$ cat src/rtl/wb_buffer_pkg.sv
// wb_buffer_pkg -- shared types and widths for the write-back victim buffer.
//
// Contents:
//   WB_* localparams   default geometry (32-bit byte address, 8 words/line,
//                      4 entries) and the derived pointer/count widths
//   wb_entry_t         one queued victim: line address plus line data
//   wb_state_t         drain FSM states
//   occupied_mask()    per-slot valid bits from head pointer and count
package wb_buffer_pkg;

    localparam int WB_ADDR_W     = 32;
    localparam int WB_WORD_OFF_W = 3;
    localparam int WB_FE_BYTE_W  = 2;
    localparam int WB_LINE_W     = 32 * (2 ** WB_WORD_OFF_W);
    localparam int WB_DEPTH      = 4;
    localparam int WB_LA_W       = WB_ADDR_W - WB_FE_BYTE_W - WB_WORD_OFF_W;
    localparam int WB_PTR_W      = $clog2(WB_DEPTH);
    localparam int WB_CNT_W      = WB_PTR_W + 1;

    typedef struct packed {
        logic [WB_LA_W-1:0]   line_addr;
        logic [WB_LINE_W-1:0] data;
    } wb_entry_t;

    typedef enum logic [1:0] {
        IDLE  = 2'd0,
        ISSUE = 2'd1,
        WAIT  = 2'd2
    } wb_state_t;

    // A slot is occupied when its distance from head (mod DEPTH) is below count.
    // The extra count bit distinguishes full from empty when head == tail.
    function automatic logic [WB_DEPTH-1:0] occupied_mask(
        input logic [WB_PTR_W-1:0] head,
        input logic [WB_CNT_W-1:0] count
    );
        logic [WB_DEPTH-1:0] m;
        m = '0;
        for (int i = 0; i < WB_DEPTH; i++) begin
            m[i] = ({1'b0, WB_PTR_W'(i) - head} < count);
        end
        return m;
    endfunction

endpackage

$ cat src/rtl/wb_match_unit.sv
// wb_match_unit -- associative address compare across the victim buffer.
//
// Ports:
//   entries  in   queued victims, indexed by slot
//   valid    in   per-slot valid mask (callers may mask out slots)
//   tail     in   next allocation slot; tail-1 is the newest entry
//   addr     in   probe line address
//   hit      out  some valid slot holds addr
//   idx      out  slot of the newest matching entry (0 when no hit)
//   data     out  data of the newest matching entry (0 when no hit)
module wb_match_unit
    import wb_buffer_pkg::*;
(
    input  wb_entry_t              entries [WB_DEPTH],
    input  logic [WB_DEPTH-1:0]    valid,
    input  logic [WB_PTR_W-1:0]    tail,
    input  logic [WB_LA_W-1:0]     addr,
    output logic                   hit,
    output logic [WB_PTR_W-1:0]    idx,
    output logic [WB_LINE_W-1:0]   data
);

    logic [WB_PTR_W-1:0] pos;

    // Walk from the oldest possible slot (tail-DEPTH) to the newest (tail-1);
    // later matches overwrite earlier ones so the newest entry wins.
    always_comb begin
        hit  = 1'b0;
        idx  = '0;
        data = '0;
        pos  = '0;
        for (int k = WB_DEPTH; k >= 1; k--) begin
            pos = tail - WB_PTR_W'(k);
            if (valid[pos] && (entries[pos].line_addr == addr)) begin
                hit  = 1'b1;
                idx  = pos;
                data = entries[pos].data;
            end
        end
    end

endmodule

$ cat src/rtl/wb_buffer.sv
// wb_buffer -- write-back victim buffer between dcache eviction and the AXI
// write channel. Victims queue in FIFO order and drain one at a time; refill
// lookups are served from the buffer so stale memory is never returned.
//
// Optional feature: define WB_BUF_MERGE_EN to merge a push into an existing
// entry with the same line address (non-head, or head while not draining).
//
// Ports:
//   clk           in   clock
//   reset         in   asynchronous active-low reset
//   push_valid    in   eviction request
//   push_addr     in   victim line address
//   push_data     in   victim line data
//   push_ready    out  buffer can accept (not full, or merge target exists)
//   lookup_valid  in   refill probe
//   lookup_addr   in   probed line address
//   lookup_hit    out  probe matches a valid entry (combinational)
//   lookup_data   out  newest matching line, 0 on miss
//   wc_valid      out  one-cycle start pulse to the write channel
//   wc_addr       out  head entry line address
//   wc_wdata      out  head entry data
//   wc_ready      in   write-channel completion strobe (used only in WAIT)
//   empty         out  nothing queued and drain idle
//
// state | meaning
// IDLE  | no line in flight; leaves when an entry is queued
// ISSUE | wc_valid pulse for the head entry
// WAIT  | head in flight; wc_ready pops it
module wb_buffer
    import wb_buffer_pkg::*;
#(
    parameter int ADDR_W     = WB_ADDR_W,
    parameter int WORD_OFF_W = WB_WORD_OFF_W,
    parameter int FE_BYTE_W  = WB_FE_BYTE_W,
    parameter int LINE_W     = WB_LINE_W,
    parameter int DEPTH      = WB_DEPTH,
    parameter int LA_W       = ADDR_W - FE_BYTE_W - WORD_OFF_W
) (
    input  logic              clk,
    input  logic              reset,
    input  logic              push_valid,
    input  logic [LA_W-1:0]   push_addr,
    input  logic [LINE_W-1:0] push_data,
    output logic              push_ready,
    input  logic              lookup_valid,
    input  logic [LA_W-1:0]   lookup_addr,
    output logic              lookup_hit,
    output logic [LINE_W-1:0] lookup_data,
    output logic              wc_valid,
    output logic [LA_W-1:0]   wc_addr,
    output logic [LINE_W-1:0] wc_wdata,
    input  logic              wc_ready,
    output logic              empty
);

    wb_entry_t            entries [WB_DEPTH];
    logic [WB_PTR_W-1:0]  head;
    logic [WB_PTR_W-1:0]  tail;
    logic [WB_CNT_W-1:0]  count;
    wb_state_t            state;
    wb_state_t            state_nxt;

    logic [WB_DEPTH-1:0]  valid_mask;
    logic                 full;
    logic                 pop;
    logic                 push_fire;
    logic                 push_alloc;
    logic                 push_merge;
    logic                 merge_hit;
    logic [WB_PTR_W-1:0]  merge_idx;

    logic                 lk_hit;
    logic [WB_PTR_W-1:0]  lk_idx;
    logic [WB_LINE_W-1:0] lk_data;
    logic                 unused_lk_idx;

    assign valid_mask = occupied_mask(head, count);
    assign full       = (count == WB_CNT_W'(DEPTH));

    wb_match_unit u_lookup (
        .entries (entries),
        .valid   (valid_mask),
        .tail    (tail),
        .addr    (lookup_addr),
        .hit     (lk_hit),
        .idx     (lk_idx),
        .data    (lk_data)
    );

    assign unused_lk_idx = ^lk_idx;
    assign lookup_hit    = lookup_valid & lk_hit;
    assign lookup_data   = (lookup_valid & lk_hit) ? lk_data : '0;

`ifdef WB_BUF_MERGE_EN
    logic [WB_DEPTH-1:0]  merge_mask;
    logic [WB_LINE_W-1:0] unused_mg_data;

    // The head is off limits once its drain has started: its data is already
    // committed to the write channel.
    always_comb begin
        merge_mask = valid_mask;
        if (state != IDLE) begin
            merge_mask[head] = 1'b0;
        end
    end

    wb_match_unit u_merge (
        .entries (entries),
        .valid   (merge_mask),
        .tail    (tail),
        .addr    (push_addr),
        .hit     (merge_hit),
        .idx     (merge_idx),
        .data    (unused_mg_data)
    );
`else
    assign merge_hit = 1'b0;
    assign merge_idx = '0;
`endif

    // A pop in the same cycle never frees space for a push while full.
    assign push_ready = ~full | merge_hit;
    assign push_fire  = push_valid & push_ready;
    assign push_alloc = push_fire & ~merge_hit;
    assign push_merge = push_fire & merge_hit;

    // Entry storage has no reset; only the pointers and count define validity.
    always_ff @(posedge clk) begin
        if (push_alloc) begin
            entries[tail] <= '{line_addr: push_addr, data: push_data};
        end else if (push_merge) begin
            entries[merge_idx].data <= push_data;
        end
    end

    always_ff @(posedge clk or negedge reset) begin
        if (!reset) begin
            head  <= '0;
            tail  <= '0;
            count <= '0;
        end else begin
            if (push_alloc) begin
                tail <= tail + 1'b1;
            end
            if (pop) begin
                head <= head + 1'b1;
            end
            case ({push_alloc, pop})
                2'b10:   count <= count + 1'b1;
                2'b01:   count <= count - 1'b1;
                default: count <= count;
            endcase
        end
    end

    always_ff @(posedge clk or negedge reset) begin
        if (!reset) begin
            state <= IDLE;
        end else begin
            state <= state_nxt;
        end
    end

    always_comb begin
        state_nxt = state;
        case (state)
            IDLE:    if (count != '0) state_nxt = ISSUE;
            ISSUE:   state_nxt = WAIT;
            WAIT:    if (wc_ready) state_nxt = IDLE;
            default: state_nxt = IDLE;
        endcase
    end

    // wc_ready is a completion only in WAIT; an idle write channel holds it high.
    always_comb begin
        wc_valid = 1'b0;
        pop      = 1'b0;
        case (state)
            ISSUE:   wc_valid = 1'b1;
            WAIT:    pop = wc_ready;
            default: begin
                wc_valid = 1'b0;
                pop      = 1'b0;
            end
        endcase
    end

    assign wc_addr  = entries[head].line_addr;
    assign wc_wdata = entries[head].data;
    assign empty    = (count == '0) && (state == IDLE);

endmodule
$ cat config.mk
export PLATFORM = sky130hd
export DESIGN_NAME = wb_buffer
export DESIGN_NICKNAME = d
export VERILOG_FILES = /design/src/rtl/wb_buffer_pkg.sv /design/src/rtl/wb_match_unit.sv /design/src/rtl/wb_buffer.sv
export SDC_FILE = /design/constraint.sdc
export NUM_CORES = 2
export LEC_CHECK = 0
export ABC_AREA = 1
export BUFFER_PORTS_ARGS = -buffer_cell sky130_fd_sc_hd__buf_2
export CORE_MARGIN = 2
export CORE_UTILIZATION = 45
export CTS_CLUSTER_SIZE = 28
export DETAILED_ROUTE_END_ITERATION = 10
export HOLD_SLACK_MARGIN = 0.15
export PLACE_DENSITY = 0.63
export RECOVER_POWER = 50
export SYNTH_ARGS = -nofsm -noshare
export SYNTH_HDL_FRONTEND = slang
export SYNTH_SLANG_ARGS = --single-unit
$ cat constraint.sdc
create_clock -name clk -period 15.46 [get_ports clk]
set_input_delay 1.546 -clock clk [delete_from_list [all_inputs] [get_ports clk]]
set_output_delay 1.546 -clock clk [all_outputs]
set_load 0.02 [all_outputs]
Word level (Yosys, flattened, before mapping) --
Index checks and enable logic that the tools add are counted. W data, S select, Z words.
Operators by class: add/sub/neg operators 11, magnitude comparators 14, equal/unequal tests 11, multiplexer cells 41, bitwise logic cells 8, reduce and logical (&&, ||, !) cells 11
Operators by type and width (count):
- $mux W283 | 11
- $bmux W283 S2 | 5
- $mux W256 | 5
- $bwmux W1132 | 1
- $demux W283 S2 | 1
- $eq A27 B27 Y1 | 4
- $ge A3 B3 Y1 const B | 5
- $not A2 Y3 | 5
- $lt A2 B3 Y1 | 4
- $lt A2 B3 Y1 const B | 4
- $mux W1 | 10
- $bmux W1 S2 | 4
- $logic_and A1 B1 Y1 | 6
- $pmux W2 S3 | 1
- $pmux W3 S2 | 1
- $add A2 B1 Y2 const B | 2
- $eq A2 B1 Y1 const B | 2
- $eq A2 B2 Y1 const B | 2
- $mux W2 | 2
- $ne A2 B2 Y1 const B | 2
- $sub A1 B2 Y2 const A | 2
- $sub A2 B2 Y2 const A | 2
- $sub A2 B2 Y2 const B | 2
- $add A3 B1 Y3 const B | 1
- 11 further kinds | 12
Storage, ports and cells: bits in registers 1141, bits of input ports 315, output and inout port bits 543, logic and storage cells 108

Longest topological paths before layout --
word-level depth 12, depth in mapped cells 27, gate-level depth less buffers 19

By module --
A second synthesis with hierarchy kept.
Unflattened totals: cells, all modules 11259, area, all modules 81777.2 µm²
Modules (own cells, without submodules):
- wb_buffer | times used 1, cells each 3392, area each 45219.6 µm², seq. area each 34217.8 µm²
- wb_match_unit | times used 1, cells each 7867, area each 36557.6 µm², seq. area each 0.0 µm²

Worst setup path before layout --
Ideal clock, no wire load.
path kind register -> register, start point register tail[1] (netlist name), end point register entries[1000] (netlist name), library setup time 934 ps, data arrival time 13560 ps, required time 14526 ps, setup slack 965 ps, stages on the path, launching flop included 11, period minus slack after synthesis 14495 ps, cell sequence dfrtp_1 -> inv_2 -> buf_2 -> buf_2 -> buf_2 -> buf_2 -> clkbuf_1 -> clkbuf_1 -> ha_1 -> inv_1 -> nor2_1

Worst setup path after layout --
start point register tail[0], end point output lookup_data[106]
Between the ends: longest elaborated chain between the ends 12, elaborated cells on any way between the ends 45
RTL lines:
- start: declaration | RTL line wb_buffer.sv:58 | logic [WB_PTR_W-1:0] tail;
- start signal: assignment | RTL line wb_buffer.sv:143 | tail <= tail + 1'b1;
- $sub A2 B2 Y2 / $not A2 Y3 (equally long branches) | RTL line wb_match_unit.sv:33, wb_match_unit.sv:34, wb_match_unit.sv:37
- $not A2 Y3 (implied by the code) / $bmux W283 S2 (equally long branches) | RTL line wb_match_unit.sv:34, wb_match_unit.sv:37
- $bmux W283 S2 / $mux W283 (equally long branches) | RTL line wb_match_unit.sv:34, wb_match_unit.sv:37
- $mux W283 (implied by the code) | RTL line wb_match_unit.sv:37 | data = entries[pos].data;
- $mux W283 (implied by the code) / $eq A27 B27 Y1 (equally long branches) | RTL line wb_match_unit.sv:37, wb_match_unit.sv:34
- $eq A27 B27 Y1 / $logic_and A1 B1 Y1 (equally long branches) | RTL line wb_match_unit.sv:34 | if (valid[pos] && (entries[pos].line_addr == addr)) begin
- $logic_and A1 B1 Y1 / $mux W1 (equally long branches) | RTL line wb_match_unit.sv:34
- $mux W1 (3 in series) | RTL line wb_match_unit.sv:34
- $and A1 B1 Y1 | RTL line wb_buffer.sv:92 | assign lookup_data = (lookup_valid & lk_hit) ? lk_data : '0;
- $mux W256 * | RTL line wb_buffer.sv:92
- end: declaration | RTL line wb_buffer.sv:48 | output logic [LINE_W-1:0] lookup_data,
Mark *: on every way between the ends. The rest lies on a longest branch, timed or not. The select of a mux whose other input is x is not followed.

==> out/metrics.cfg <==
[cts]
tritoncts = yes
hold_buffers = 0
clk_latency_ns = 0.81
cts.sinks = 1141
post_cts_buffers = 0
post_cts_resized = 0
root_buffer = clkbuf_16
cts_made_buffers = 141
htreeDepth = 4
clockBufferDepth = 3
clk_pin_slew_ns = 0.06

[finish]
final_util = 0.504
final_nets = 11500
layout_common_cells = 3668 x nand2_1, 1799 x o21ai_0, 1156 x nand3_1
final_common_cell = nand2_1
design_area_mm2 = 0.0878
area_growth_pct = 11.1
drive_gt1_frac = 0.0780

[setup_path]
critPathTopFamily = buffers and inverters
path_max_fanout = 224
worstPathCellList = inv_8 -> ha_1 -> inv_8 -> buf_12 -> nand3_1 -> nand3_1 -> nand2_1 -> a21oi_1 -> nand2_1 -> nor2_1 -> nand2_1 -> nor2_4 -> buf_12 -> nor2_1 -> nand2_4 -> buf_12 -> nand3_1 -> a21oi_1 -> buf_2
critPathSlowestCell = dfrtp_1
crit_path_end_kind = output port
required_ns = 13.91
worst_ep_arrival_time_ns = 10.14
path_buf_inv = 6
crit_type = register to output port
start_kind = register
critPathMaxStageDelay_ns = 1.82

[sta]
fmax_mhz = 85.5
fin_setup_tns_ns = 0
worst-slew-pin-transition_ns = 4.11
finalHoldViolCount = 0
slew_violations = 410
rsz0062_at_grt = false
slew_headroom = -1.74
period_share = 0.756
setup_violations = 0
min_period_ns = 11.69
fin_worst_skew_ns = 0.0385

[status]
outcome = complete, but fails checks
violations = capacitance limit, slew limit

[drt]
drt-initial-drc-count = 8639
vias = 80600
dr.pass1.iters = 8
routed_wl_um = 309000
antenna_left = 0
wl_per_cell_um = 22.6
drc = 0
viasPerCell = 5.91

[place]
gp_congestion = 0.922
dpl.hpwl_um = 182000
placed_area_mm2 = 0.0835
io_buffers = 857

[synthesis]
ys_seq_elements = 1141
syn_inst = 10900
ys_seq_area_frac = 0.433
synth_top_area_cell = edfxtp_1
synthTopCellsByArea = edfxtp_1 43%, nand2_1 17%, o21ai_0 11%
yosysUniqueCellTypes = 29
yosys_warnings = 0
synth_top_area_frac = 0.430
syn_area_mm2 = 0.0790
avgSynthCellArea_um2 = 7.22
synth_nets = 11300

[grt]
grt_max_degree = 289
grt_pass1_vias = 74700
grt_pass1_wl_um = 456000
gr-usage-all-layers = 0.332
grt-ovfl-total = 0
antenna_found_initial = 95

[die]
die_w_um = 423
core_area_mm2 = 0.174
die_area_mm2 = 0.179
ios = 858
rows = 153
die_h_um = 423
start_util = 0.453

[pwr]
power_density_mw_per_mm2 = 205
leakage_nw = 35.6
ir_worst_vdd_mv = 0.263
total_power_mw = 17.9

[job]
drv_cap = 11

[min_path]
worst_hold_path_type = register to register

[path summary, 6_finish.rpt]
check                      slack, ns  depth (start not counted)     start          endpoint
max reg2reg                     5.64                          7   tail[0]      entries[717]
min                             0.50                          1  state[1]          state[1]
min reg2reg                     0.50                          1  state[1]          state[1]
min in group asynchronous       0.87                          1     reset           tail[0]
max                             3.77                         19   tail[0]  lookup_data[106]
max in group asynchronous      13.87                          1     reset           tail[1]
[registers in the layout, summed over array words and instances (netlist names)]
| name | count |
|---|---|
| head | 2 |
| count | 3 |
| state | 2 |
| entries | 1132 |
| tail | 2 |
[through the flow]
| stage | hold WS (ns) | worst slack [ns] | cells |
|---|---|---|---|
| after floorplan | 0.470 | 0.965 | 10900 |
| after global placement | 0.492 | 6.07 | 13300 |
| after CTS | 0.507 | 5.15 | 13600 |
| after global routing | 0.540 | 3.16 | 13600 |
| final | 0.499 | 3.77 | 13600 |
| after detailed placement | 0.499 | 6.03 | 13300 |
[cell type report]
type / instances / area [µm²]
Fill cell: 16900 / 86500
Multi-Input combinational cell: 7805 / 37000
Inverter: 1081 / 4100
Clock inverter: 69 / 752
Tap cell: 2325 / 2910
Sequential cell: 1141 / 34200
Timing Repair Buffer: 962 / 4880
Antenna cell: 85 / 213
Clock buffer: 177 / 3730
[report_power, final]
part	switching, mW	internal (mW)
combinational	7.64	2.59
clock	1.34	1.95
sequential	0.316	4.11
[logic make-up after synthesis]
kind of cell / count (synthesis) / share of synthesized area
AND/OR/NAND/NOR: 4911 / 0.252
AO/OA/AOI/OAI: 2861 / 0.211
buffers and inverters: 1993 / 0.0996
flip-flops: 1141 / 0.433
XOR/XNOR: 23 / 0.00255
adder cells (fa/ha/maj): 10 / 0.00168
[cell usage after synthesis (all sizes together)]
library cell	instances
ha	9
edfxtp	1132
nor3	1
xor2	22
fa	1
buf	331
clkinv	2
nand2	3672
a21oi	267
nor4	1
clkbuf	581
o211ai	256
nor2	73
a21boi	1
nand3	1156
a22oi	282
inv	1079
o21ai	1799
o221ai	256
xnor2	1
dfrtp	9
nand4	6
nand3b	2
[metal layers]
layer  part of all wire  track usage
met4              0.089        0.274
met3              0.090       0.0583
met5            0.00074            0
met2               0.45        0.523
met1               0.37        0.397
(Power assumes the default switching activity.)
